[src/rtl/fault_pkg.sv]
// Shared types and constants for the residue fault diagnoser and its divider.
package fault_pkg;

  typedef enum logic [1:0] {
    FT_NONE = 2'b00,
    FT_SA0  = 2'b01,
    FT_SA1  = 2'b10,
    FT_FLIP = 2'b11
  } fault_type_e;

  typedef enum logic [2:0] {
    StIdle,
    StMod,
    StCompare,
    StSearch,
    StDone
  } diag_state_e;

  localparam int unsigned NUM_CAND   = 24;
  localparam int unsigned DIV_CYCLES = 8;

endpackage

[src/rtl/seq_mod8.sv]
// Restoring divider producing dividend mod divisor, one quotient bit per cycle, MSB first.
// The first step is taken in the load cycle, so valid_o rises DIV_CYCLES-1 edges after load.
module seq_mod8
  import fault_pkg::*;
#(
  parameter int unsigned DW = 8
) (
  input  logic          clk_i,
  input  logic          rst_ni,
  input  logic          load_i,
  input  logic [DW-1:0] divisor_i,
  input  logic [DW-1:0] dividend_i,
  output logic          busy_o,
  output logic          valid_o,
  output logic [DW-1:0] rem_o
);

  localparam int unsigned CntW = $clog2(DIV_CYCLES + 1);

  logic [DW-1:0]   rem_q, rem_d, quo_q, quo_d, div_q, div_d;
  logic [CntW-1:0] cnt_q, cnt_d;
  logic            busy_q, busy_d, valid_q, valid_d;

  logic [DW-1:0] src_rem, src_quo, src_div, step_rem, step_quo;
  logic [DW:0]   trial;
  logic          take;

  always_comb begin
    src_rem  = load_i ? '0 : rem_q;
    src_quo  = load_i ? dividend_i : quo_q;
    src_div  = load_i ? divisor_i : div_q;
    trial    = {src_rem, src_quo[DW-1]};
    take     = trial >= {1'b0, src_div};
    step_rem = take ? DW'(trial - {1'b0, src_div}) : trial[DW-1:0];
    // Dividend bits shift out the top while quotient bits shift in the bottom.
    step_quo = {src_quo[DW-2:0], take};

    rem_d   = rem_q;
    quo_d   = quo_q;
    div_d   = div_q;
    cnt_d   = cnt_q;
    busy_d  = busy_q;
    valid_d = valid_q;
    if (load_i) begin
      rem_d   = step_rem;
      quo_d   = step_quo;
      div_d   = divisor_i;
      cnt_d   = CntW'(DIV_CYCLES - 1);
      busy_d  = 1'b1;
      valid_d = 1'b0;
    end else if (busy_q) begin
      rem_d = step_rem;
      quo_d = step_quo;
      cnt_d = cnt_q - 1'b1;
      if (cnt_q == CntW'(1)) begin
        busy_d  = 1'b0;
        valid_d = 1'b1;
      end
    end
  end

  always_ff @(posedge clk_i) begin
    if (!rst_ni) begin
      rem_q   <= '0;
      quo_q   <= '0;
      div_q   <= '0;
      cnt_q   <= '0;
      busy_q  <= 1'b0;
      valid_q <= 1'b0;
    end else begin
      rem_q   <= rem_d;
      quo_q   <= quo_d;
      div_q   <= div_d;
      cnt_q   <= cnt_d;
      busy_q  <= busy_d;
      valid_q <= valid_d;
    end
  end

  assign busy_o  = busy_q;
  assign valid_o = valid_q;
  assign rem_o   = rem_q;

endmodule

[src/rtl/residue_fault_diagnoser.sv]
// Checks a received square and residue against B*B and C_obs mod A, then diagnoses a single-bit
// fault. Defining FAULT_DIAG_SEARCH_EN enables the 24-candidate fault-space search.
module residue_fault_diagnoser
  import fault_pkg::*;
#(
  parameter int unsigned DW   = 8,
  parameter int unsigned BW   = 4,
  parameter int unsigned NLOC = 8
) (
  input  logic          clk,
  input  logic          rst_n,
  input  logic          start,
  input  logic [DW-1:0] A,
  input  logic [BW-1:0] B,
  input  logic [DW-1:0] C_obs,
  input  logic [DW-1:0] Y_obs,
  output logic          busy,
  output logic          done,
  output logic [DW-1:0] Y_calc,
  output logic          fault_det,
  output logic          residue_err,
  output logic          diag_valid,
  output logic [2:0]    f_loc,
  output logic [1:0]    f_type
);

  localparam int unsigned LocW = $clog2(NLOC);

  diag_state_e   state_q, state_d;
  logic [DW-1:0] a_q, a_d, c_q, c_d, yo_q, yo_d, m_q, m_d, y_calc_q, y_calc_d;
  logic          fdet_q, fdet_d, rerr_q, rerr_d, dval_q, dval_d, busy_q, busy_d, done_q, done_d;
  logic [LocW-1:0] floc_q, floc_d;
  fault_type_e   ftype_q, ftype_d;

  logic          accept, div_load, div_busy, div_valid;
  logic [DW-1:0] div_rem, y_comp;

  assign accept   = (state_q == StIdle) && start;
  assign div_load = accept && (A != '0);
  // A zero modulus leaves the divider idle and passes C_obs through as the residue.
  assign y_comp   = (a_q == '0) ? c_q : div_rem;

  seq_mod8 #(
    .DW(DW)
  ) u_mod (
    .clk_i     (clk),
    .rst_ni    (rst_n),
    .load_i    (div_load),
    .divisor_i (A),
    .dividend_i(C_obs),
    .busy_o    (div_busy),
    .valid_o   (div_valid),
    .rem_o     (div_rem)
  );

`ifdef FAULT_DIAG_SEARCH_EN
  logic [4:0]      k_q, k_d;
  fault_type_e     cand_type;
  logic [LocW-1:0] cand_loc;
  logic [DW-1:0]   mask, cand;
  logic            cand_hit, k_last;

  // Type is the outer loop (SA0, SA1, FLIP) so a lone flipped bit reports a stuck type.
  always_comb begin
    cand_type = fault_type_e'(k_q[4:3] + 2'd1);
    cand_loc  = k_q[LocW-1:0];
    mask      = DW'(1) << cand_loc;
    case (cand_type)
      FT_SA0:  cand = m_q & ~mask;
      FT_SA1:  cand = m_q | mask;
      default: cand = m_q ^ mask;
    endcase
    cand_hit = (cand == c_q);
    k_last   = (k_q == 5'(NUM_CAND - 1));
  end
`endif

  always_comb begin
    state_d = state_q;
    unique case (state_q)
      StIdle:    if (accept) state_d = (A == '0) ? StCompare : StMod;
      StMod:     if (div_valid && !div_busy) state_d = StCompare;
`ifdef FAULT_DIAG_SEARCH_EN
      StCompare: state_d = (c_q == m_q) ? StDone : StSearch;
      StSearch:  if (cand_hit || k_last) state_d = StDone;
`else
      StCompare: state_d = StDone;
`endif
      StDone:    state_d = StIdle;
      default:   state_d = StIdle;
    endcase
  end

  always_comb begin
    a_d      = a_q;
    c_d      = c_q;
    yo_d     = yo_q;
    m_d      = m_q;
    y_calc_d = y_calc_q;
    fdet_d   = fdet_q;
    rerr_d   = rerr_q;
    dval_d   = dval_q;
    floc_d   = floc_q;
    ftype_d  = ftype_q;
    busy_d   = busy_q;
    done_d   = 1'b0;
`ifdef FAULT_DIAG_SEARCH_EN
    k_d      = k_q;
`endif
    unique case (state_q)
      StIdle: begin
        if (accept) begin
          a_d      = A;
          c_d      = C_obs;
          yo_d     = Y_obs;
          m_d      = DW'(B) * DW'(B);
          y_calc_d = '0;
          fdet_d   = 1'b0;
          rerr_d   = 1'b0;
          dval_d   = 1'b0;
          floc_d   = '0;
          ftype_d  = FT_NONE;
          busy_d   = 1'b1;
        end
      end
      StCompare: begin
        y_calc_d = y_comp;
        fdet_d   = (c_q != m_q);
        rerr_d   = (y_comp != yo_q);
        dval_d   = (c_q == m_q);
`ifdef FAULT_DIAG_SEARCH_EN
        k_d      = '0;
`endif
      end
`ifdef FAULT_DIAG_SEARCH_EN
      StSearch: begin
        if (cand_hit) begin
          dval_d  = 1'b1;
          floc_d  = cand_loc;
          ftype_d = cand_type;
        end else begin
          k_d = k_q + 5'd1;
        end
      end
`endif
      StDone: begin
        done_d = 1'b1;
        busy_d = 1'b0;
      end
      default: ;
    endcase
  end

  always_ff @(posedge clk) begin
    if (!rst_n) begin
      state_q  <= StIdle;
      a_q      <= '0;
      c_q      <= '0;
      yo_q     <= '0;
      m_q      <= '0;
      y_calc_q <= '0;
      fdet_q   <= 1'b0;
      rerr_q   <= 1'b0;
      dval_q   <= 1'b0;
      floc_q   <= '0;
      ftype_q  <= FT_NONE;
      busy_q   <= 1'b0;
      done_q   <= 1'b0;
`ifdef FAULT_DIAG_SEARCH_EN
      k_q      <= '0;
`endif
    end else begin
      state_q  <= state_d;
      a_q      <= a_d;
      c_q      <= c_d;
      yo_q     <= yo_d;
      m_q      <= m_d;
      y_calc_q <= y_calc_d;
      fdet_q   <= fdet_d;
      rerr_q   <= rerr_d;
      dval_q   <= dval_d;
      floc_q   <= floc_d;
      ftype_q  <= ftype_d;
      busy_q   <= busy_d;
      done_q   <= done_d;
`ifdef FAULT_DIAG_SEARCH_EN
      k_q      <= k_d;
`endif
    end
  end

  assign busy        = busy_q;
  assign done        = done_q;
  assign Y_calc      = y_calc_q;
  assign fault_det   = fdet_q;
  assign residue_err = rerr_q;
  assign diag_valid  = dval_q;
  assign f_loc       = floc_q;
  assign f_type      = ftype_q;

endmodule

[config.mk]
export PLATFORM = sky130hd
export DESIGN_NAME = residue_fault_diagnoser
export DESIGN_NICKNAME = d
export VERILOG_FILES = /design/src/rtl/fault_pkg.sv /design/src/rtl/seq_mod8.sv /design/src/rtl/residue_fault_diagnoser.sv
export SDC_FILE = /design/constraint.sdc
export NUM_CORES = 1
export LEC_CHECK = 0
export ABC_AREA = 1
export BUFFER_PORTS_ARGS = -buffer_cell sky130_fd_sc_hd__buf_4
export CORE_MARGIN = 1
export CORE_UTILIZATION = 63
export DETAILED_ROUTE_END_ITERATION = 6
export MAX_ROUTING_LAYER = met4
export PLACE_DENSITY = 0.95
export REMOVE_ABC_BUFFERS = 1
export SLEW_MARGIN = 20
export SYNTH_ARGS = -nofsm -noshare
export SYNTH_HDL_FRONTEND = slang
export SYNTH_SLANG_ARGS = --single-unit
export TNS_END_PERCENT = 1
[constraint.sdc]
create_clock -name clk -period 7.25 [get_ports clk]
set_input_delay 1.45 -clock clk [delete_from_list [all_inputs] [get_ports clk]]
set_output_delay 1.45 -clock clk [all_outputs]
set_load 0.005 [all_outputs]
After elaboration in Yosys (flattened, before gate mapping)
Index checks and enable logic that the tools add are counted.
Storage, ports and cells
  output and inout port bits: 18
  register bits: 78
  bits of input ports: 31
  word-level logic and storage cells: 76
Operators by class
  reductions and logical operators: 17
  order comparisons: 1
  bitwise gates (word level): 1
  equality and inequality tests: 9
  add/sub/neg operators: 2
  multipliers: 1
  multiplexer cells: 27
Operators with widths (count)
  $mux W8: 10
  $logic_not A8 Y1: 2
  $ne A8 B8 Y1: 2
  $pmux W8 S2: 1
  $mux W3: 4
  $reduce_and A2 Y1: 5
  $ge A9 B8 Y1: 1
  $pmux W3 S3: 1
  $eq A8 B8 Y1: 1
  $mul A4 B4 Y8: 1
  $pmux W1 S2: 4
  $reduce_bool A8 Y1: 1
  $sub A8 B8 Y8: 1
  $mux W1: 6
  $reduce_bool A2 Y1: 3
  $eq A4 B1 Y1 const B: 1
  $ne A2 B2 Y1 const B: 2
  $sub A4 B1 Y4 const B: 1
  $eq A3 B1 Y1 const B: 1
  $eq A3 B2 Y1 const B: 1
  $eq A3 B3 Y1 const B: 1
  $logic_and A1 B1 Y1: 3
  $logic_not A3 Y1: 1
  $mux W2: 1
  other kinds (3): 3

Depth between registers and ports, before layout
Gate-level depths: netlist of run 1.
  word-level depth: 8
  mapped depth: 20
  depth with buffers taken out: 20

By module
A second synthesis of run 1 with hierarchy kept.
Second synthesis, totals
  cell total of the unflattened synthesis: 595
  area, all modules: 4140.2 um^2
Modules (own cells, without submodules)
  residue_fault_diagnoser: cells each 332, sequential area each 940.9 um^2, area each 2334.7 um^2, instances 1
  seq_mod8: cells each 263, sequential area each 600.6 um^2, area each 1805.5 um^2, instances 1

Worst setup path before layout of run 1
Ideal clock, no wire load.
  path kind: input-to-reg
  from: in A[3]
  to: reg u_mod.rem_q[7], in the netlist u_mod.rem_o[7]
  cell stages on the path: 20
  required time: 7133 ps
  library setup time: 117 ps
  arrival time: 3353 ps
  buffers on the path: 2
  slack: 3780 ps
  path through: inv_1 -> nand4_1 -> inv_1 -> nand2_1 -> nand2_4 -> buf_2 -> a21oi_1 -> ha_1 -> nand2_1 -> nor2_1 -> nand2_1 -> nand3_2 -> nand2_2 -> nand2_2 -> nand2_2 -> buf_6 -> nand3_1 -> nand2_1 -> nor2_1 -> nor2_1
Between the ends
  word-level cells in the longest chain between the ends: 7
  elaborated cells on any way between the ends: 11
  those cells by class: add/sub: 1; order compare: 1; mux: 6; reduce/logical: 3
Ends and longest elaborated chain
  from (decl): line residue_fault_diagnoser.sv:13  | input logic [DW-1:0] A,
  $reduce_bool A8 Y1: line residue_fault_diagnoser.sv:39  | assign div_load = accept && (A != '0);
  $logic_and A1 B1 Y1: line residue_fault_diagnoser.sv:39
  $mux W8, on equally long branches: line seq_mod8.sv:30, seq_mod8.sv:29, seq_mod8.sv:31
  $sub A8 B8 Y8 / $ge A9 B8 Y1 (equally long branches): line seq_mod8.sv:34, seq_mod8.sv:33
  $mux W8: line seq_mod8.sv:34  | step_rem = take ? DW'(trial - {1'b0, src_div}) : trial[DW-1:0];
  $mux W8: line seq_mod8.sv:51  | end else if (busy_q) begin
  $mux W8: line seq_mod8.sv:44  | if (load_i) begin
  to (signal assigned): line seq_mod8.sv:71  | rem_q <= rem_d;
  to (decl): line seq_mod8.sv:20  | logic [DW-1:0] rem_q, rem_d, quo_q, quo_d, div_q, div_d;
Parallel ways exist; a longest one is shown, timed or not. The select of a mux whose other input is x is not followed.
A chain may end at the register's enable or synchronous reset.

Worst setup path in the final report of run 1
  from: in start
  to: reg u_mod.rem_q[3], in the netlist u_mod.rem_o[3]
Between the ends
  word-level cells in the longest chain between the ends: 7
  elaborated cells on any way between the ends: 11
  those cells by class: add/sub: 1; order compare: 1; mux: 6; reduce/logical: 3
Ends and longest elaborated chain
  from (decl): line residue_fault_diagnoser.sv:12  | input logic start,
  $logic_and A1 B1 Y1 *: line residue_fault_diagnoser.sv:38  | assign accept = (state_q == StIdle) && start;
  $logic_and A1 B1 Y1 *: line residue_fault_diagnoser.sv:39
  $mux W8, on equally long branches: line seq_mod8.sv:30, seq_mod8.sv:29, seq_mod8.sv:31
  $sub A8 B8 Y8 / $ge A9 B8 Y1 (equally long branches): line seq_mod8.sv:34, seq_mod8.sv:33
  $mux W8: line seq_mod8.sv:34
  $mux W8: line seq_mod8.sv:51
  $mux W8: line seq_mod8.sv:44
Every way passes the cells marked *; elsewhere a longest branch is shown, timed or not. The select of a mux whose other input is x is not followed.

==> insert_results.sql, run 1 <==
INSERT INTO impl_metrics (metric_group, metric, value, unit) VALUES
('yosys', 'yosys-top-cells-area', 'sky130_fd_sc_hd__dfxtp_1, sky130_fd_sc_hd__nand2_1, sky130_fd_sc_hd__inv_1', ''),
('cts', 'postCtsResizedCells', '0', ''),
('status', 'result_of_the_run', 'complete, no violations', ''),
('place', 'detailedPlace.worstSlack', '2495', 'ps'),
('sta', 'period_minus_slack', '4463', 'ps'),
('finish', 'number_of_antenna_diodes', '0', ''),
('yosys', 'synth_top_area_share', '38.56', '%'),
('place', 'placement.io_buffers', '43', ''),
('cts', 'cts_buffer_depth', '2', ''),
('flow_run', 'cap_violations', '0', ''),
('hold_path', 'whs_path_depth', '2', ''),
('finish', 'design_area', '4492', 'um2'),
('grt', 'grt_start_max_net_pins', '51', ''),
('yosys', 'yosysWarnings', '0', ''),
('yosys', 'postSynthRegisterBits', '77', ''),
('sta', 'grt_setup_unrepaired', 'false', ''),
('finish', 'proportion_of_layout_cells_with_a_drive_suffix_above_1', '13.10', '%'),
('grt', 'antenna_found_initial', '0', ''),
('place', 'gpl_wtd_cong', '0.8687', ''),
('detailed_routing', 'remaining_drc_errors', '0', ''),
('yosys', 'netlist-cell-type-count', '42', ''),
('floorplanning', 'initial_core_util', '66.34', '%'),
('power', 'powerDensity', '281.5', 'nW/um2'),
('yosys', 'fraction_of_the_yosys_area_taken_by_sequential_cells', '38.56', '%'),
('sta', 'max_slew.worst_pin.slew', '926.0', 'ps'),
('yosys', 'netlist_area', '3998', 'um2'),
('yosys', 'synth_top_cell_by_area', 'sky130_fd_sc_hd__dfxtp_1', ''),
('floorplanning', 'die_w', '81.66', 'um'),
('yosys', 'ys_dominant_reg_cell', 'sky130_fd_sc_hd__dfxtp_1', ''),
('yosys', 'synthesis.instances', '566', ''),
('sta', 'setup_viol', '0', ''),
('sta', 'maxSlewViolCount', '0', ''),
('floorplanning', 'placement_rows', '28', ''),
('grt', 'grt_resource_usage_total', '33.37', '%'),
('detailed_routing', 'antenna_violating_nets_remaining', '0', ''),
('worst_setup_path', 'critical_path_required', '7510', 'ps'),
('worst_setup_path', 'cp_max_fo', '42', ''),
('grt', 'grt_overflow', '0', ''),
('cts', 'cts_made_buffers', '9', ''),
('place', 'dpl-instance-area', '4284', 'um2'),
('sta', 'worst_hold_slack_across_all_endpoints', '464.8', 'ps'),
('cts', 'clk_pin_slew_worst_paths', '80', 'ps'),
('sta', 'timing_hold_violations_final', '0', ''),
('finish', 'area_growth', '12.36', '%'),
('floorplanning', 'area_inside_the_core_boundary', '6026', 'um2'),
('cts', 'clock_tree_from_tritoncts', 'yes', ''),
('finish', 'nets', '643', ''),
('yosys', 'asyncSetResetFlopFracSynth', '0', '%'),
('cts', 'cts_hold_buf', '0', ''),
('worst_setup_path', 'critical_path.startpoint_type', 'input pin', ''),
('detailed_routing', 'routed-via-count', '3946', ''),
('sta', 'skew', '10.34', 'ps'),
('finish', 'finish.utilization', '74.54', '%'),
('detailed_routing', 'routed_via_density', '5.820', ''),
('sta', 'worst_slew_margin_rel', '38.04', '%'),
('worst_setup_path', 'worstPathArrival', '4720', 'ps'),
('power', 'p_total', '1.264', 'mW'),
('sta', 'fin_ws', '2787', 'ps'),
('place', 'dp_hpwl', '7239', 'um'),
('detailed_routing', 'drt-wirelength-per-cell', '14.90', 'um'),
('sta', 'fmax', '0.2241', 'GHz'),
('sta', 'crit_share_post_route', '61.56', '%'),
('worst_setup_path', 'worst_setup_path_end_kind', 'flop', ''),
('yosys', 'synth_area_per_inst', '7.063', 'um2'),
('floorplanning', 'design.portCount', '49', ''),
('power', 'power.leakage', '2.152', 'nW'),
('grt', 'global_route_wire_length_before_repair', '16420', 'um'),
('cts', 'post-cts-setup-buffers', '0', ''),
('floorplanning', 'die_height', '81.66', 'um'),
('yosys', 'synth_enable_flop_cells', '0', ''),
('cts', 'clk_root_buffer_cell', 'sky130_fd_sc_hd__clkbuf_8', '');
## synth_stat cells (3+ instances only)
master,number
sky130_fd_sc_hd__nand3_1,47
sky130_fd_sc_hd__o21ai_0,49
sky130_fd_sc_hd__a32o_1,4
sky130_fd_sc_hd__xor2_1,6
sky130_fd_sc_hd__nor2_1,41
sky130_fd_sc_hd__buf_4,5
sky130_fd_sc_hd__buf_6,3
sky130_fd_sc_hd__a21oi_1,41
sky130_fd_sc_hd__inv_1,71
sky130_fd_sc_hd__nand4_1,5
sky130_fd_sc_hd__buf_2,5
sky130_fd_sc_hd__ha_1,13
sky130_fd_sc_hd__nand2_1,127
sky130_fd_sc_hd__a31oi_1,10
sky130_fd_sc_hd__clkinv_1,4
sky130_fd_sc_hd__clkbuf_1,10
sky130_fd_sc_hd__buf_1,3
sky130_fd_sc_hd__xnor2_1,7
sky130_fd_sc_hd__nand2_2,7
sky130_fd_sc_hd__inv_2,3
sky130_fd_sc_hd__dfxtp_1,77
## kinds of logic (layout without fill, tap and decap cells)
family          Yosys count  after routing  synth area share (%)
buf+inv                 104            137                 10.95
flops                    77             77                 38.56
simple gates            239            239                 26.20
xor+xnor                 13             13                 2.848
compound gates          118            118                 16.78
other cells               1              5               0.09381
fa+ha+maj                14             14                 4.570
## critical path: stages
cell,delay (ps)
sky130_fd_sc_hd__buf_4,100
sky130_fd_sc_hd__nand4_4,490
sky130_fd_sc_hd__nor2_1,920
sky130_fd_sc_hd__nor2_1,170
sky130_fd_sc_hd__ha_1,410
sky130_fd_sc_hd__nand2_1,90
sky130_fd_sc_hd__nand2_1,60
sky130_fd_sc_hd__nand2_1,70
sky130_fd_sc_hd__nand3_2,100
sky130_fd_sc_hd__nand2_2,100
sky130_fd_sc_hd__nand2_2,60
sky130_fd_sc_hd__nand2_2,220
sky130_fd_sc_hd__nand2_1,160
sky130_fd_sc_hd__nand2_1,100
sky130_fd_sc_hd__nand3_1,70
sky130_fd_sc_hd__nand2_1,90
sky130_fd_sc_hd__inv_1,40
## report_power, final
group / leakage (nW) / switching, mW / internal, mW
clock: 0.0951 / 0.168 / 0.170
combinational: 1.42 / 0.279 / 0.149
sequential: 0.633 / 0.0306 / 0.468
## final timing paths
check	slack [ps]	to	from
setup / recovery	2790	u_mod.rem_o[3]	start
hold reg to reg	460	u_mod.quo_q[3]	u_mod.quo_q[3]
hold / removal	460	u_mod.quo_q[3]	u_mod.quo_q[3]
setup reg to reg	3520	u_mod.rem_o[3]	state_q[0]
## registers in the layout, summed over array words and instances, names as in the netlist, 3 cells and up
signal / flops
c_q: 8
u_mod.div_q: 8
u_mod.rem_o: 8
u_mod.quo_q: 8
m_q: 7
a_q: 8
u_mod.cnt_q: 4
state_q: 3
yo_q: 8
Y_calc: 8
## placed cells by master, fill, tap and decap left out, types with 5 or more instances in the layout
cell type                  count
sky130_fd_sc_hd__nand2_1     127
sky130_fd_sc_hd__dfxtp_1      77
sky130_fd_sc_hd__inv_1        71
sky130_fd_sc_hd__o21ai_0      49
sky130_fd_sc_hd__nand3_1      47
sky130_fd_sc_hd__buf_4        43
sky130_fd_sc_hd__nor2_1       41
sky130_fd_sc_hd__a21oi_1      41
sky130_fd_sc_hd__ha_1         13
sky130_fd_sc_hd__a31oi_1      10
sky130_fd_sc_hd__clkbuf_8     10
sky130_fd_sc_hd__nand2_2       7
sky130_fd_sc_hd__xnor2_1       7
sky130_fd_sc_hd__xor2_1        6
sky130_fd_sc_hd__nand4_1       5
sky130_fd_sc_hd__conb_1        5
## per-layer routing
layer  wire length, um  global-route usage, %
met1              4060                  37.19
met2              4915                  57.33
met3               785                  6.667
met4               338                  15.44
met5                 0                      -
## final cells by class
class	instances	area (um2)	share of cell area, %
Clock buffer	10	137.6	3.064
Multi-Input combinational cell	389	2033	45.26
Tap cell	75	93.84	2.089
Timing Repair Buffer	43	322.8	7.187
Clock inverter	6	70.07	1.560
Sequential cell	77	1541	34.32
Inverter	78	292.8	6.518
Power figures use the tool's default switching activity.
==> inputs of run 2 (changes only) <==
--- a/config.mk
+++ b/config.mk
@@ -5,13 +5,13 @@
 export SDC_FILE = /design/constraint.sdc
 export NUM_CORES = 1
 export LEC_CHECK = 0
-export ABC_AREA = 1
+export ABC_AREA = 0
 export BUFFER_PORTS_ARGS = -buffer_cell sky130_fd_sc_hd__buf_4
 export CORE_MARGIN = 1
-export CORE_UTILIZATION = 63
+export CORE_UTILIZATION = 52
 export DETAILED_ROUTE_END_ITERATION = 6
 export MAX_ROUTING_LAYER = met4
-export PLACE_DENSITY = 0.95
+export PLACE_DENSITY = 0.87
 export REMOVE_ABC_BUFFERS = 1
 export SLEW_MARGIN = 20
 export SYNTH_ARGS = -nofsm -noshare
==> constraint.sdc (replaced) <==
create_clock -name clk -period 3.8 [get_ports clk]
set_input_delay 0.76 -clock clk [delete_from_list [all_inputs] [get_ports clk]]
set_output_delay 0.76 -clock clk [all_outputs]
set_load 0.005 [all_outputs]
==> insert_results.sql, run 2 <==
INSERT INTO impl_metrics (metric_group, metric, value, unit) VALUES
('detailed_routing', 'antenna_violating_nets_remaining', '0', ''),
('yosys', 'synthesis.instances', '453', ''),
('cts', 'clock_tree_from_tritoncts', 'yes', ''),
('finish', 'number_of_antenna_diodes', '0', ''),
('grt', 'first_global_vias', '3286', ''),
('sta', 'setup_total_negative_slack', '0', 'ps'),
('finish', 'final-seq-area', '1541', 'um2'),
('worst_setup_path', 'critical_path_required', '4050', 'ps'),
('floorplanning', 'area_inside_the_core_boundary', '7214', 'um2'),
('yosys', 'ys_dominant_reg_cell', 'sky130_fd_sc_hd__dfxtp_1', ''),
('sta', 'skew', '7.877', 'ps'),
('detailed_routing', 'drt_pass1_iterations', '5', ''),
('cts', 'cts_made_buffers', '9', ''),
('floorplanning', 'die_w', '88.31', 'um'),
('grt', 'antenna_found_initial', '0', ''),
('cts', 'clk-insertion-delay-late', '350', 'ps'),
('floorplanning', 'placement_rows', '31', ''),
('yosys', 'fraction_of_the_yosys_area_taken_by_sequential_cells', '39.79', '%'),
('detailed_routing', 'routed_via_density', '5.640', ''),
('grt', 'grt_resource_usage_total', '26.88', '%'),
('worst_setup_path', 'rr_startpoint', 'state_q[2]', ''),
('yosys', 'synthMostInstantiatedCell', 'sky130_fd_sc_hd__nand2_1', ''),
('place', 'gpl_wtd_cong', '0.9865', ''),
('yosys', 'netlist_area', '3874', 'um2'),
('grt', 'global_route_layer_with_the_greatest_usage', 'met2', ''),
('cts', 'clk_root_buffer_cell', 'sky130_fd_sc_hd__clkbuf_8', ''),
('detailed_routing', 'remaining_drc_errors', '0', ''),
('yosys', 'yosysWarnings', '0', ''),
('worst_setup_path', 'critical-path-slowest-cell', 'sky130_fd_sc_hd__or4_1', ''),
('sta', 'maxSlewViolCount', '0', ''),
('worst_setup_path', 'critPathBufInv', '3', ''),
('power', 'max-vdd-ir-drop', '0.3483', 'mV'),
('worst_setup_path', 'r2r_slack', '470', 'ps'),
('grt', 'global_route.usage.met1', '32.00', '%'),
('grt', 'grt_start_max_net_pins', '57', ''),
('yosys', 'asyncSetResetFlopFracSynth', '0', '%'),
('finish', 'layout_commonest_cell', 'sky130_fd_sc_hd__nand2_1', ''),
('yosys', 'synth_top_cell_by_area', 'sky130_fd_sc_hd__dfxtp_1', ''),
('cts', 'postCtsResizedCells', '0', ''),
('sta', 'crit_share_post_route', '92.34', '%'),
('yosys', 'synth_top_area_share', '39.79', '%'),
('detailed_routing', 'drt-wirelength-per-cell', '15.54', 'um'),
('worst_setup_path', 'critical_path.startpoint_type', 'input pin', ''),
('worst_setup_path', 'cp_max_fo', '9', ''),
('worst_setup_path', 'critical-path-top-cell-by-count', 'sky130_fd_sc_hd__buf_4', ''),
('cts', 'cts_buffer_depth', '2', ''),
('worst_setup_path', 'worstPathCellList', 'buf_4, or4_1, o21ai_4, buf_4, and2_4, ha_1, a21o_1, a21oi_1, a21boi_0, o31ai_2, buf_4, nand2_1, o311a_1', ''),
('yosys', 'netlist-cell-type-count', '59', ''),
('grt', 'grt_util_met3', '6.623', '%'),
('worst_setup_path', 'reg2reg_depth', '12', ''),
('sta', 'max_slew.worst_pin.slew', '978.0', 'ps'),
('cts', 'cts_hold_buf', '0', ''),
('place', 'detailedPlace.worstSlack', '-19.68', 'ps'),
('floorplanning', 'die_area', '7799', 'um2'),
('yosys', 'netlist_top_cells_count', 'sky130_fd_sc_hd__nand2_1, sky130_fd_sc_hd__dfxtp_1, sky130_fd_sc_hd__a21oi_1', ''),
('power', 'p_total', '2.653', 'mW'),
('power', 'powerDensity', '578.5', 'nW/um2'),
('worst_setup_path', 'worst_setup_path_end_kind', 'flop', ''),
('hold_path', 'whs_path_depth', '2', ''),
('cts', 'clock_sink_count', '77', ''),
('worst_setup_path', 'worstPathArrival', '3750', 'ps'),
('floorplanning', 'initial_core_util', '53.69', '%'),
('cts', 'htree_num_levels', '3', ''),
('yosys', 'yosys-top-cells-area', 'sky130_fd_sc_hd__dfxtp_1, sky130_fd_sc_hd__nand2_1, sky130_fd_sc_hd__a21oi_1', ''),
('detailed_routing', 'routed-via-count', '3418', ''),
('yosys', 'synth_area_per_inst', '8.551', 'um2'),
('place', 'dp_hpwl', '6771', 'um'),
('place', 'placement.io_buffers', '43', ''),
('finish', 'nets', '547', ''),
('sta', 'fmax', '0.2850', 'GHz'),
('finish', 'most_frequent_cells_in_the_layout', 'sky130_fd_sc_hd__nand2_1, sky130_fd_sc_hd__dfxtp_1, sky130_fd_sc_hd__buf_4', ''),
('hold_path', 'min_delay_worst_endpoint', 'a_q[4]', ''),
('worst_setup_path', 'critical-path-max-stage-delay', '600', 'ps'),
('finish', 'filler_cell_count', '642', ''),
('detailed_routing', 'detailed_router_s_first_iteration_violation_count', '231', ''),
('flow_run', 'cap_violations', '0', ''),
('yosys', 'synth_enable_flop_cells', '0', ''),
('sta', 'period_minus_slack', '3509', 'ps'),
('cts', 'post-cts-setup-buffers', '0', ''),
('power', 'power.leakage', '1.926', 'nW'),
('worst_setup_path', 'path_class', 'in -> reg', ''),
('floorplanning', 'die_height', '88.31', 'um'),
('finish', 'proportion_of_layout_cells_with_a_drive_suffix_above_1', '18.15', '%'),
('sta', 'fin_ws', '291.0', 'ps'),
('grt', 'global_route_wire_length_before_repair', '15290', 'um'),
('sta', 'timing_hold_violations_final', '0', ''),
('hold_path', 'min_path_type', 'reg -> reg', ''),
('finish', 'multi_input_comb_area', '2153', 'um2'),
('worst_setup_path', 'timing.critical_path.max_delay_family', 'compound AO/OA/AOI/OAI gates', ''),
('sta', 'grt_setup_unrepaired', 'false', ''),
('floorplanning', 'design.portCount', '49', ''),
('sta', 'worst_slew_margin_rel', '34.29', '%'),
('grt', 'grt_overflow', '0', ''),
('worst_setup_path', 'timing.rr.end', 'u_mod.rem_o[0]', ''),
('status', 'result_of_the_run', 'complete, no violations', ''),
('detailed_routing', 'detail_route.wirelength', '9417', 'um'),
('sta', 'setup_viol', '0', ''),
('cts', 'clk_pin_slew_worst_paths', '70', 'ps'),
('grt', 'use_met2', '44.20', '%'),
('yosys', 'postSynthRegisterBits', '77', ''),
('hold_path', 'worst_hold_start', 'a_q[4]', ''),
('finish', 'area_growth', '18.38', '%');
run 2: cell types whose count changed after synthesis, moves of 5 or more:
cell and delta:
sky130_fd_sc_hd__o21ai_0 -34, sky130_fd_sc_hd__and2_1 +11, sky130_fd_sc_hd__xnor2_1 +13, sky130_fd_sc_hd__nor2_1 -10
sky130_fd_sc_hd__a211oi_2 +6, sky130_fd_sc_hd__mux2i_1 +16, sky130_fd_sc_hd__nand2_2 -7, sky130_fd_sc_hd__inv_1 -59
sky130_fd_sc_hd__a31oi_1 -5, sky130_fd_sc_hd__a21boi_0 +7, sky130_fd_sc_hd__nand3_1 -38, sky130_fd_sc_hd__nand2_1 -42
run 2: area by class of cell:
| class | count | area share, % |
|---|---|---|
| multi-input cells | 342 | 46.96 |
| flip-flops and latches | 77 | 33.62 |
| repair buffers | 60 | 9.823 |
| clock buffers | 10 | 3.001 |
| clock inverters | 6 | 2.919 |
| well taps | 99 | 2.701 |
| inverters | 12 | 0.9823 |
run 2: metrics by stage:
step,instance area (um2),utilization [%],std cells,hold WS [ps]
floorplan,3740,-,431,436.0
global placement,4314,59.80,590,443.5
detailed placement,4314,59.80,590,448.6
CTS,4586,63.56,606,459.4
global route,4586,63.56,606,484.0
finish,4586,63.56,606,457.7
run 2: worst max path at each step:
| stage | endpoint | depth (start not counted) | startpoint |
|---|---|---|---|
| floorplan | u_mod.rem_o[5] | 10 | start |
| global placement | u_mod.rem_o[5] | 13 | A[0] |
| detailed placement | u_mod.rem_o[6] | 13 | A[0] |
| CTS | u_mod.rem_o[5] | 13 | A[0] |
| global route | u_mod.rem_o[0] | 13 | A[0] |
| finish | u_mod.rem_o[5] | 13 | A[0] |
run 2: worst reg2reg max path: stages, from the launching register on:
cell and delay, ps:
sky130_fd_sc_hd__dfxtp_1 370, sky130_fd_sc_hd__nor4b_4 520, sky130_fd_sc_hd__o21ai_4 190, sky130_fd_sc_hd__buf_4 210
sky130_fd_sc_hd__and2_1 200, sky130_fd_sc_hd__ha_1 330, sky130_fd_sc_hd__and3_1 190, sky130_fd_sc_hd__o21ai_1 100
sky130_fd_sc_hd__a21boi_0 360, sky130_fd_sc_hd__o31ai_2 130, sky130_fd_sc_hd__buf_4 170, sky130_fd_sc_hd__a2111o_1 410
sky130_fd_sc_hd__o311ai_1 80
run 2: layer usage:
metal	vias up	share of wire (%)	routed length, um
met5	-	0	0
met4	0	2.2	208
met3	15	5.2	485
met2	115	48	4565
met1	1627	44	4158
li1	1661	-	-
run 2: report_power, final:
| group | total [mW] | leakage [nW] | switching [mW] | internal (mW) |
|---|---|---|---|---|
| combinational | 0.832 | 1.16 | 0.451 | 0.381 |
| clock | 0.826 | 0.136 | 0.306 | 0.520 |
| sequential | 0.995 | 0.631 | 0.0996 | 0.895 |
run 2: kinds of logic after synthesis:
group                    synth area share (%)
AO/OA/AOI/OAI                           20.03
buffers and inverters                   5.006
adder cells (fa/ha/maj)                 4.716
flip-flops                              39.79
other                                 0.09681
AND/OR/NAND/NOR                         19.90
multiplexers                            4.134
XOR/XNOR                                6.331
==> inputs of run 3 (changes only) <==
--- a/config.mk
+++ b/config.mk
@@ -8,10 +8,10 @@
 export ABC_AREA = 0
 export BUFFER_PORTS_ARGS = -buffer_cell sky130_fd_sc_hd__buf_4
 export CORE_MARGIN = 1
-export CORE_UTILIZATION = 52
+export CORE_UTILIZATION = 58
 export DETAILED_ROUTE_END_ITERATION = 6
 export MAX_ROUTING_LAYER = met4
-export PLACE_DENSITY = 0.87
+export PLACE_DENSITY = 0.91
 export REMOVE_ABC_BUFFERS = 1
 export SLEW_MARGIN = 20
 export SYNTH_ARGS = -nofsm -noshare
==> constraint.sdc (replaced) <==
create_clock -name clk -period 3.5 [get_ports clk]
set_input_delay 0.7 -clock clk [delete_from_list [all_inputs] [get_ports clk]]
set_output_delay 0.7 -clock clk [all_outputs]
set_load 0.005 [all_outputs]
==> insert_results.sql, run 3 (synthesis gave the netlist of run 2 again) <==
INSERT INTO impl_metrics (metric_group, metric, value, unit) VALUES
('worst_setup_path', 'worst_setup_path_startpoint', 'A[0]', ''),
('worst_setup_path', 'path_class', 'in -> reg', ''),
('detailed_routing', 'drt_pass1_iterations', '7', ''),
('place', 'dp_hpwl', '7098', 'um'),
('finish', 'design_area', '4656', 'um2'),
('detailed_routing', 'detailed_router_s_first_iteration_violation_count', '294', ''),
('power', 'comb_power_share', '34.2', '%'),
('power', 'powerDensity', '601.3', 'nW/um2'),
('cts', 'cts_hold_buf', '0', ''),
('power', 'swShare', '34.20', '%'),
('finish', 'proportion_of_layout_cells_with_a_drive_suffix_above_1', '21.03', '%'),
('sta', 'timing_hold_violations_final', '0', ''),
('power', 'power.leakage', '1.984', 'nW'),
('status', 'result_of_the_run', 'complete, but fails checks', ''),
('detailed_routing', 'routed-via-count', '3454', ''),
('cts', 'post-cts-setup-buffers', '0', ''),
('detailed_routing', 'remaining_drc_errors', '14', ''),
('grt', 'grt_start_max_net_pins', '57', ''),
('sta', 'period_minus_slack', '3347', 'ps'),
('floorplanning', 'design.portCount', '49', ''),
('place', 'detailedPlace.worstSlack', '-280.8', 'ps'),
('grt', 'grt_overflow', '0', ''),
('detailed_routing', 'antenna_violating_nets_remaining', '0', ''),
('floorplanning', 'placement_rows', '29', ''),
('finish', 'finish.utilization', '72.90', '%'),
('hold_path', 'worst_hold_start', 'a_q[2]', ''),
('worst_setup_path', 'worst_setup_path_end_kind', 'flop', ''),
('detailed_routing', 'detail_route.wirelength', '9440', 'um'),
('worst_setup_path', 'reg2reg_depth', '12', ''),
('place', 'dpl-instance-area', '4419', 'um2'),
('sta', 'worst_slew_margin_rel', '53.33', '%'),
('cts', 'clock_tree_from_tritoncts', 'yes', ''),
('detailed_routing', 'drt-wirelength-per-cell', '15.73', 'um'),
('grt', 'first_global_vias', '3265', ''),
('sta', 'grt_setup_unrepaired', 'false', ''),
('sta', 'crit_share_post_route', '95.63', '%'),
('floorplanning', 'initial_core_util', '60.66', '%'),
('cts', 'clk-insertion-delay-late', '370', 'ps'),
('floorplanning', 'area_inside_the_core_boundary', '6386', 'um2'),
('grt', 'use_met2', '50.78', '%'),
('sta', 'max_slew.worst_pin.slew', '694.8', 'ps'),
('sta', 'fin_ws', '153.1', 'ps'),
('power', 'clockPowerShare', '27.6', '%'),
('power', 'power_report.internal_total', '1.842', 'mW'),
('worst_setup_path', 'cp_max_fo', '10', ''),
('hold_path', 'min_path_type', 'reg -> reg', ''),
('place', 'placement.io_buffers', '43', ''),
('floorplanning', 'die_w', '83.73', 'um'),
('floorplanning', 'die_area', '7010', 'um2'),
('finish', 'area_growth', '20.19', '%'),
('grt', 'grt_resource_usage_total', '29.00', '%'),
('sta', 'setup_total_negative_slack', '0', 'ps'),
('grt', 'antenna_found_initial', '0', ''),
('power', 'max-vdd-ir-drop', '0.3840', 'mV'),
('finish', 'layout_commonest_cell', 'sky130_fd_sc_hd__nand2_1', ''),
('finish', 'nets', '563', ''),
('worst_setup_path', 'critical_path.startpoint_type', 'input pin', ''),
('cts', 'postCtsResizedCells', '0', ''),
('hold_path', 'whs_path_depth', '2', ''),
('place', 'gpl_wtd_cong', '0.8618', ''),
('cts', 'cts_made_buffers', '9', ''),
('worst_setup_path', 'rr_startpoint', 'state_q[2]', ''),
('grt', 'global_route_layer_with_the_greatest_usage', 'met2', ''),
('cts', 'htree_num_levels', '3', ''),
('power', 'total_switching_power', '957.5', 'uW'),
('floorplanning', 'die_height', '83.73', 'um'),
('sta', 'setup_viol', '0', ''),
('cts', 'clk_pin_slew_worst_paths', '80', 'ps'),
('status', 'failed_checks', 'design-rule violations', ''),
('finish', 'most_frequent_cells_in_the_layout', 'sky130_fd_sc_hd__nand2_1, sky130_fd_sc_hd__dfxtp_1, sky130_fd_sc_hd__buf_4', ''),
('grt', 'global_route.usage.met1', '33.10', '%'),
('cts', 'clock_sink_count', '77', ''),
('power', 'p_total', '2.800', 'mW'),
('sta', 'fmax', '0.2988', 'GHz'),
('cts', 'cts_buffer_depth', '2', ''),
('detailed_routing', 'routed_via_density', '5.757', ''),
('sta', 'maxSlewViolCount', '0', ''),
('cts', 'clk_root_buffer_cell', 'sky130_fd_sc_hd__clkbuf_8', ''),
('grt', 'global_route_wire_length_before_repair', '15500', 'um'),
('finish', 'number_of_antenna_diodes', '0', ''),
('worst_setup_path', 'worstPathArrival', '3600', 'ps'),
('grt', 'grt_util_met3', '5.341', '%'),
('power', 'power.share.sequential', '38.2', '%'),
('flow_run', 'cap_violations', '0', ''),
('sta', 'skew', '10.24', 'ps'),
('worst_setup_path', 'r2r_slack', '350', 'ps'),
('worst_setup_path', 'critical_path_required', '3750', 'ps');
-- run 3: power groups by stage --
stage / sequential [mW] / combinational, mW / clock (mW)
global route: 1.08 / 1.05 / 0.814
finish: 1.07 / 0.958 / 0.771
CTS: 1.07 / 0.945 / 0.780
floorplan: 1.06 / 0.634 / 0
global placement: 1.08 / 0.914 / 0
detailed placement: 1.09 / 0.937 / 0
-- run 3: cell type report --
class | count | area (um2)
Fill cell | 480 | 1730
Clock buffer | 9 | 123.9
Timing Repair Buffer | 76 | 583.1
Sequential cell | 77 | 1541
Multi-Input combinational cell | 342 | 2161
Tap cell | 77 | 96.34
Clock inverter | 7 | 105.1
Inverter | 12 | 45.04
-- run 3: final timing paths --
path | endpoint
max | u_mod.rem_o[6]
min | a_q[2]
max reg2reg | u_mod.rem_o[0]
min reg2reg | a_q[2]
-- run 3: critical path, cell delays in order --
cell and delay (ps):
sky130_fd_sc_hd__buf_4 110, sky130_fd_sc_hd__or4_1 580, sky130_fd_sc_hd__o21ai_4 250, sky130_fd_sc_hd__buf_12 160, sky130_fd_sc_hd__mux2i_2 220, sky130_fd_sc_hd__ha_1 210, sky130_fd_sc_hd__inv_1 60, sky130_fd_sc_hd__fa_1 380
sky130_fd_sc_hd__a21o_1 180, sky130_fd_sc_hd__a21oi_2 190, sky130_fd_sc_hd__o21bai_1 80, sky130_fd_sc_hd__a211o_1 300, sky130_fd_sc_hd__o211ai_1 80, sky130_fd_sc_hd__a21oi_1 80
-- run 3: routing by layer --
metal  part of all wire, %  up-vias
met4                   2.0        0
met2                    51      126
met3                   6.0       23
li1                      -     1694
met5                     0        -
met1                    41     1611
-- run 3: through the flow --
step | cells | hold slack [ps]
final | 600 | 460.4
after global routing | 600 | 473.8
after CTS | 600 | 460.8
after detailed placement | 584 | 449.3
after global placement | 584 | 437.8
after floorplan | 431 | 436.0
